--- src/rtl/mul_issue_pkg.sv ---
// rtl/mul_issue_pkg.sv - shared widths, limits and state encoding for the multiply issue stage
package mul_issue_pkg;
    localparam int DATA_W      = 32;
    localparam int TAG_W       = 5;
    localparam int MUL_LATENCY = 33;
    localparam int WDOG_LIMIT  = 40;

    localparam logic [1:0] ST_FLUSH = 2'd0;
    localparam logic [1:0] ST_IDLE  = 2'd1;
    localparam logic [1:0] ST_RUN   = 2'd2;
    localparam logic [1:0] ST_RSP   = 2'd3;
endpackage

--- src/rtl/mul_issue_if.sv ---
// rtl/mul_issue_if.sv - request/response handshake bundle between issuer and mul_issue
interface mul_issue_if;
    import mul_issue_pkg::*;

    logic              req_valid;
    logic              req_ready;
    logic              req_signed;
    logic [DATA_W-1:0] req_x;
    logic [DATA_W-1:0] req_y;
    logic [TAG_W-1:0]  req_tag;
    logic              rsp_valid;
    logic              rsp_ready;
    logic [DATA_W-1:0] rsp_lo;
    logic [DATA_W-1:0] rsp_hi;
    logic [TAG_W-1:0]  rsp_tag;

    modport master (
        output req_valid, req_signed, req_x, req_y, req_tag, rsp_ready,
        input  req_ready, rsp_valid, rsp_lo, rsp_hi, rsp_tag
    );
    modport slave (
        input  req_valid, req_signed, req_x, req_y, req_tag, rsp_ready,
        output req_ready, rsp_valid, rsp_lo, rsp_hi, rsp_tag
    );
endinterface

--- src/rtl/mul_issue.sv ---
// rtl/mul_issue.sv - issues one multiply to the sibling iterative multiplier and returns the tagged product
module mul_issue
    import mul_issue_pkg::*;
(
    input  logic                clk,
    input  logic                rst,
    input  logic                ce,
    mul_issue_if.slave          bus,
    output logic                mul_run,
    output logic                mul_u,
    output logic [DATA_W-1:0]   mul_x,
    output logic [DATA_W-1:0]   mul_y,
    input  logic                mul_stall,
    input  logic [2*DATA_W-1:0] mul_z,
    output logic                mul_err
);
    logic [1:0]        state;
    logic              op_u;
    logic [DATA_W-1:0] op_x;
    logic [DATA_W-1:0] op_y;
    logic [TAG_W-1:0]  op_tag;
    logic [5:0]        wdog;
    logic [5:0]        wdog_inc;
    logic [DATA_W-1:0] rsp_lo;
    logic [DATA_W-1:0] rsp_hi;
    logic [TAG_W-1:0]  rsp_tag;
    logic              err;
    logic              req_fire;

    // Accepting in RSP while the response drains gives back-to-back issue with one idle mul_run cycle.
    assign bus.req_ready = (state == ST_IDLE) || ((state == ST_RSP) && bus.rsp_ready);
    assign bus.rsp_valid = (state == ST_RSP);
    assign bus.rsp_lo    = rsp_lo;
    assign bus.rsp_hi    = rsp_hi;
    assign bus.rsp_tag   = rsp_tag;

    assign mul_run  = (state == ST_RUN);
    assign mul_u    = op_u;
    assign mul_x    = op_x;
    assign mul_y    = op_y;
    assign mul_err  = err;
    assign req_fire = bus.req_valid && bus.req_ready;
    assign wdog_inc = wdog + 6'd1;

    always_ff @(posedge clk) begin
        if (rst) begin
            state   <= ST_FLUSH;
            op_u    <= 1'b0;
            op_x    <= '0;
            op_y    <= '0;
            op_tag  <= '0;
            wdog    <= '0;
            rsp_lo  <= '0;
            rsp_hi  <= '0;
            rsp_tag <= '0;
            err     <= 1'b0;
        end else if (ce) begin
            if (req_fire) begin
                op_u   <= ~bus.req_signed;
                op_x   <= bus.req_x;
                op_y   <= bus.req_y;
                op_tag <= bus.req_tag;
                wdog   <= '0;
            end
            case (state)
                ST_FLUSH: state <= ST_IDLE;
                ST_IDLE: begin
                    if (bus.req_valid) state <= ST_RUN;
                end
                ST_RUN: begin
                    wdog <= wdog_inc;
                    if (!mul_stall) begin
                        rsp_lo  <= mul_z[DATA_W-1:0];
                        rsp_hi  <= mul_z[2*DATA_W-1:DATA_W];
                        rsp_tag <= op_tag;
                        state   <= ST_RSP;
                    end else if (wdog_inc == 6'(WDOG_LIMIT)) begin
                        // A hung multiplier is abandoned with a zero result so the pipeline keeps draining.
                        err     <= 1'b1;
                        rsp_lo  <= '0;
                        rsp_hi  <= '0;
                        rsp_tag <= op_tag;
                        state   <= ST_RSP;
                    end
                end
                ST_RSP: begin
                    if (bus.rsp_ready) state <= bus.req_valid ? ST_RUN : ST_IDLE;
                end
                default: state <= ST_FLUSH;
            endcase
        end
    end
endmodule
--- src/flat_wrapper.sv ---
// flat-port wrapper written by rule: the top's interface ports become plain ports
module mul_issue_flat import mul_issue_pkg::*;
  (clk, rst, ce, mul_run, mul_u, mul_x, mul_y, mul_stall, mul_z, mul_err, bus_req_valid, bus_req_signed, bus_req_x, bus_req_y, bus_req_tag, bus_rsp_ready, bus_req_ready, bus_rsp_valid, bus_rsp_lo, bus_rsp_hi, bus_rsp_tag);
  mul_issue_if bus_i ();
  input  logic clk;
  input  logic rst;
  input  logic ce;
  output logic mul_run;
  output logic mul_u;
  output logic [DATA_W-1:0] mul_x;
  output logic [DATA_W-1:0] mul_y;
  input  logic mul_stall;
  input  logic [2*DATA_W-1:0] mul_z;
  output logic mul_err;
  input wire logic [$bits(bus_i.req_valid)-1:0] bus_req_valid;
  input wire logic [$bits(bus_i.req_signed)-1:0] bus_req_signed;
  input wire logic [$bits(bus_i.req_x)-1:0] bus_req_x;
  input wire logic [$bits(bus_i.req_y)-1:0] bus_req_y;
  input wire logic [$bits(bus_i.req_tag)-1:0] bus_req_tag;
  input wire logic [$bits(bus_i.rsp_ready)-1:0] bus_rsp_ready;
  output wire logic [$bits(bus_i.req_ready)-1:0] bus_req_ready;
  output wire logic [$bits(bus_i.rsp_valid)-1:0] bus_rsp_valid;
  output wire logic [$bits(bus_i.rsp_lo)-1:0] bus_rsp_lo;
  output wire logic [$bits(bus_i.rsp_hi)-1:0] bus_rsp_hi;
  output wire logic [$bits(bus_i.rsp_tag)-1:0] bus_rsp_tag;
  assign bus_i.req_valid = bus_req_valid;
  assign bus_i.req_signed = bus_req_signed;
  assign bus_i.req_x = bus_req_x;
  assign bus_i.req_y = bus_req_y;
  assign bus_i.req_tag = bus_req_tag;
  assign bus_i.rsp_ready = bus_rsp_ready;
  assign bus_req_ready = bus_i.req_ready;
  assign bus_rsp_valid = bus_i.rsp_valid;
  assign bus_rsp_lo = bus_i.rsp_lo;
  assign bus_rsp_hi = bus_i.rsp_hi;
  assign bus_rsp_tag = bus_i.rsp_tag;
  mul_issue u_core (.clk(clk), .rst(rst), .ce(ce), .bus(bus_i), .mul_run(mul_run), .mul_u(mul_u), .mul_x(mul_x), .mul_y(mul_y), .mul_stall(mul_stall), .mul_z(mul_z), .mul_err(mul_err));
endmodule
--- config.mk ---
export PLATFORM = sky130hd
export DESIGN_NAME = mul_issue_flat
export DESIGN_NICKNAME = d
export VERILOG_FILES = /design/src/rtl/mul_issue_pkg.sv /design/src/rtl/mul_issue_if.sv /design/src/rtl/mul_issue.sv /design/src/flat_wrapper.sv
export SDC_FILE = /design/constraint.sdc
export NUM_CORES = 1
export LEC_CHECK = 0
export ABC_CLOCK_PERIOD_IN_PS = 5490
export CORE_MARGIN = 8
export CORE_UTILIZATION = 42
export CTS_BUF_LIST = sky130_fd_sc_hd__clkbuf_4 sky130_fd_sc_hd__clkbuf_8 sky130_fd_sc_hd__clkbuf_16
export CTS_CLUSTER_DIAMETER = 80
export CTS_CLUSTER_SIZE = 28
export DETAILED_ROUTE_END_ITERATION = 16
export PLACE_DENSITY = 0.86
export SYNTH_ARGS = -nofsm -noshare
export SYNTH_HDL_FRONTEND = slang
export SYNTH_SLANG_ARGS = --single-unit
--- constraint.sdc ---
create_clock -name clk -period 5.49 [get_ports clk]
set_clock_uncertainty 0.1 [all_clocks]
set_input_delay 0.549 -clock clk [delete_from_list [all_inputs] [get_ports clk]]
set_output_delay 0.549 -clock clk [all_outputs]
set_load 0.02 [all_outputs]
Word level (Yosys, flattened, before mapping). Cells that the tools add are included. W data, S select, Z words.

Logic and storage cells: 43. Output and inout bits: 138. Input bits: 140. Bits in registers: 148.

Equal/unequal tests: 8. Bitwise operators: 1. Multiplexer cells: 13. Add/subtract/negate cells: 1. Reductions and logical operators: 10.

Operators by type and width (count): $mux W32 (3); $mux W6 (2); $mux W2 (5); $mux W5 (2); $pmux W2 S4 (1); $reduce_and A4 Y1 (2); $add A6 B1 Y6 const B (1); $eq A6 B6 Y1 const B (1); $eq A2 B2 Y1 const B (2); $ne A2 B2 Y1 const B (2); $reduce_and A2 Y1 (2); $ne A3 B2 Y1 const B (1); $reduce_and A3 Y1 (1); $eq A2 B1 Y1 const B (1); $logic_and A1 B1 Y1 (2); $logic_not A2 Y1 (1); $ne A2 B1 Y1 const B (1); $reduce_bool A2 Y1 (1); $logic_or A1 B1 Y1 (1); $not A1 Y1 (1).

Longest topological paths before layout.
Depth in word-level cells: 6. Depth in mapped cells: 6. Gate-level depth less buffers: 5.

Worst setup path after synthesis. Ideal clock, no wire load.

Path kind: input-to-reg. Start: in rst. End: reg u_core.rsp_lo[13], in the netlist u_core.bus.rsp_lo[13]. Stages on the path: 4. Slack: 3.603 ns. Data arrival time: 1.729 ns. Required time: 5.332 ns. Buffers on the path: 2. Setup time: 0.058 ns. Path through: buf_4 nor3_1 clkbuf_1 a22o_2.

RTL lines: start: declaration (line flat_wrapper.sv:6) `input logic rst;`; end signal: assignment (line mul_issue.sv:73) `rsp_lo <= mul_z[DATA_W-1:0];`; end: declaration (line mul_issue.sv:24) `logic [DATA_W-1:0] rsp_lo;`.

Worst setup path in the final report.
Start: in bus_rsp_ready. End: out bus_req_ready.

Longest elaborated chain between the ends: 2.

RTL lines: start: declaration (line flat_wrapper.sv:20) `input wire logic [$bits(bus_i.rsp_ready)-1:0] bus_rsp_ready;`; $logic_and A1 B1 Y1 (line mul_issue.sv:31) `assign bus.req_ready = (state == ST_IDLE) || ((state == ST_RSP) && bus.rsp_ready);`; $logic_or A1 B1 Y1 (line mul_issue.sv:31); end: declaration (line flat_wrapper.sv:21) `output wire logic [$bits(bus_i.req_ready)-1:0] bus_req_ready;`.

Every way passes these cells.

==> results.md <==
* Outcome: completed
* Yosys top cell area share at 0.577
* CP bufs+invs at 2
* Antenna violations before repair at 0
* IO Pins at 278
* Synth unique cells at 35
* Post-DP HPWL at 12.8 mm
* Worst Hold Launch: u_core.mul_x[27]
* Largest net degree at the start of global routing at 92
* H-tree depth at 4
* Synth Area per Inst at 9.67 um2
* Routability Congestion at 0.800
* Final std cells w/o fill at 952
* First-pass GRT wire length at 27.0 mm
* Post-synthesis register bit count at 148
* Final Util at 0.712
* Routed Wire Length at 17.7 mm
* Slew Limit Headroom at 0.382
* Synth warn at 0
* Die span in x at 127 um
* F_max at 383 MHz
* Worst-path clk slew at 60 ps
* Peak VDD IR at 269 uV
* Global route overflow at 0
* Critical path, cell by cell: clkdlybuf4s50_1, nand2b_1, and2_1, clkdlybuf4s50_1
* Share of layout cells above drive strength 1 at 0.130
* Antenna Diode Count at 0
* CP endpoint kind: output port
* Top cell type by total area after synthesis: dfxtp_1
* Kind of critical path: in -> out
* Mapped Nets at 672
* CTS tree: done
* WP data required at 4840 ps
* DRC at 0
* CP arrival at 1960 ps
* Worst min-delay path class: reg -> reg
* Clock sink count at 148
* Post-route minimum period at 2610 ps
* CP top delay family: buffers and inverters
* Global Route Usage Sum at 0.215
* Leak at 3.07 nW
* Clk_lat worst skew at 420 ps
* Endpoints failing hold at 0
* Via count at 4844
* Count of final setup violators at 0
* Worst Max-Slew Pin Slew at 928 ps
* Sequential fraction of the synthesis area at 0.577
* PortBufs at 277
* Row cnt at 40
* Type of origin of the critical path: input pin
* CP startpoint: bus_rsp_ready
* Max cap viols at 0
* Synth area leaders: dfxtp_1 58%, a22o_2 12%, nand2_1 11%
* Post-Syn Area at 5130 um2
* FF-to-FF Start: u_core.state[0]
* Starting DRT DRC Count at 290
* CP max-delay cell: clkdlybuf4s50_1
* Most frequent CP cell: clkdlybuf4s50_1
* Setup TNS at 0 ps
* Slew Limit Fails at 0
* DRT Pass-1 Iters at 4
* Critical Path Max Stage Delay at 610 ps
* Die extent in y at 127 um
* Number of CTS-inserted buffers at 17
* Routed vias/inst at 5.09
* Buffer count from post-CTS setup fixing at 0
* Mapped Cells at 531
* Post-CTS Resized at 0
* Drt wl/cell at 18.6 um
* Max clock buf depth at 2
* Hold buffers post-CTS at 0
* Die area at 16000 um2
* Fin crit share at 0.475
* Core area at 12000 um2
* Power per cell area at 288 nW/um2
* CP Max Fanout at 4
* Synth-to-layout area growth at 65.8%
* CTS root buf: clkbuf_16
* Initial core utilization at 0.429
* Final net count at 934
* RSZ-0062 raised after global routing: no
* Post-route ant nets at 0
* Cell count after placement at 921
* Vias in the first global route at 4964
[per-layer routing]
layer	up-vias	part of all wire	global-route usage
li1	2348	-	-
met1	2268	0.39	0.229
met2	211	0.51	0.376
met3	17	0.085	0.0838
met4	0	0.018	0.0793
met5	-	0	0
[synthesized netlist by cell type]
library cell and count:
a211oi_1 1, a21boi_0 1, a21oi_1 77, a22o_1 4, a22o_2 60, a22oi_1 1
a311oi_4 1, a31o_2 1, a31oi_1 1, a41oi_1 1, and2_1 3, and2_4 1
and3_1 2, and3_2 1, and3b_1 1, buf_2 4, buf_4 1, buf_6 6
clkbuf_1 28, dfxtp_1 148, ha_1 1, inv_1 1, mux2_4 1, mux2i_1 6
nand2_1 144, nand2b_1 11, nand3_1 2, nand3b_1 2, nand4_1 2, nor2_1 10
nor2b_1 2, nor3_1 1, nor3b_1 1, nor4_1 1, o21ai_0 3
[sequential cells by signal (all words and copies together), names as in the netlist]
| name | count |
|---|---|
| u_core.bus.rsp_lo | 32 |
| u_core.op_tag | 5 |
| u_core.mul_x | 32 |
| u_core.mul_u | 1 |
| u_core.wdog | 6 |
| u_core.mul_y | 32 |
| u_core.state | 2 |
| u_core.bus.rsp_tag | 5 |
| u_core.mul_err | 1 |
| u_core.bus.rsp_hi | 32 |
[cell type report]
type	instances	area, um2
inverters	1	3.75
flip-flops and latches	148	2960
repair buffers	282	2810
multi-input cells	343	1980
clock buffers	24	509
well taps	147	184
clock inverters	7	72.6
fillers	875	3450
[cells in the final DEF, fill, tap and decap left out, drive strengths merged, types with 2 or more instances in the layout]
master / n
clkdlybuf4s50: 276
dfxtp: 148
nand2: 144
a21oi: 77
a22o: 64
clkbuf: 24
nand2b: 11
nor2: 10
mux2i: 6
buf: 6
and2: 4
clkinv: 4
o21ai: 3
and3: 3
nor2b: 2
nand3b: 2
nand4: 2
nand3: 2
clkinvlp: 2
[worst min-delay path, delay by kind of cell (launching register included)]
| kind | cells | cell delay, ps |
|---|---|---|
| AO/OA/AOI/OAI | 1 | 50 |
| AND/OR/NAND/NOR | 1 | 50 |
| flip-flops | 1 | 300 |
[cells by family after synthesis]
group           after synthesis  share of synthesized area
compound gates              151                      0.216
fa+ha+maj                     1                    0.00244
buf+inv                      40                     0.0397
flops                       148                      0.577
mux                           7                     0.0146
simple gates                184                      0.150
[where the power goes]
part           switching [mW]  internal (mW)  total (mW)
combinational          0.0905          0.132       0.222
sequential             0.0109           1.09        1.10
clock                   0.432          0.691        1.12
[metrics by stage]
stage | setup WS, ps | hold WS [ps] | power, mW | instance area (um2)
6_report | 2880 | 351 | 2.45 | 8510
5_1_grt | 2770 | 369 | 2.53 | 8510
4_1_cts | 2870 | 355 | 2.47 | 8510
3_5_place_dp | 2530 | 347 | 1.35 | 7930
3_3_place_gp | 2590 | 341 | 1.34 | 7930
2_1_floorplan | 3600 | 337 | 1.20 | 5130
[worst paths after layout]
path,to,slack [ps],cells past startpoint
worst max register to register,u_core.mul_u,3220,5
worst min register to register,u_core.mul_x[27],350,2
worst max-delay path,bus_req_ready,2880,4
worst min-delay path,u_core.mul_x[27],350,2
(Power assumes the default switching activity.)
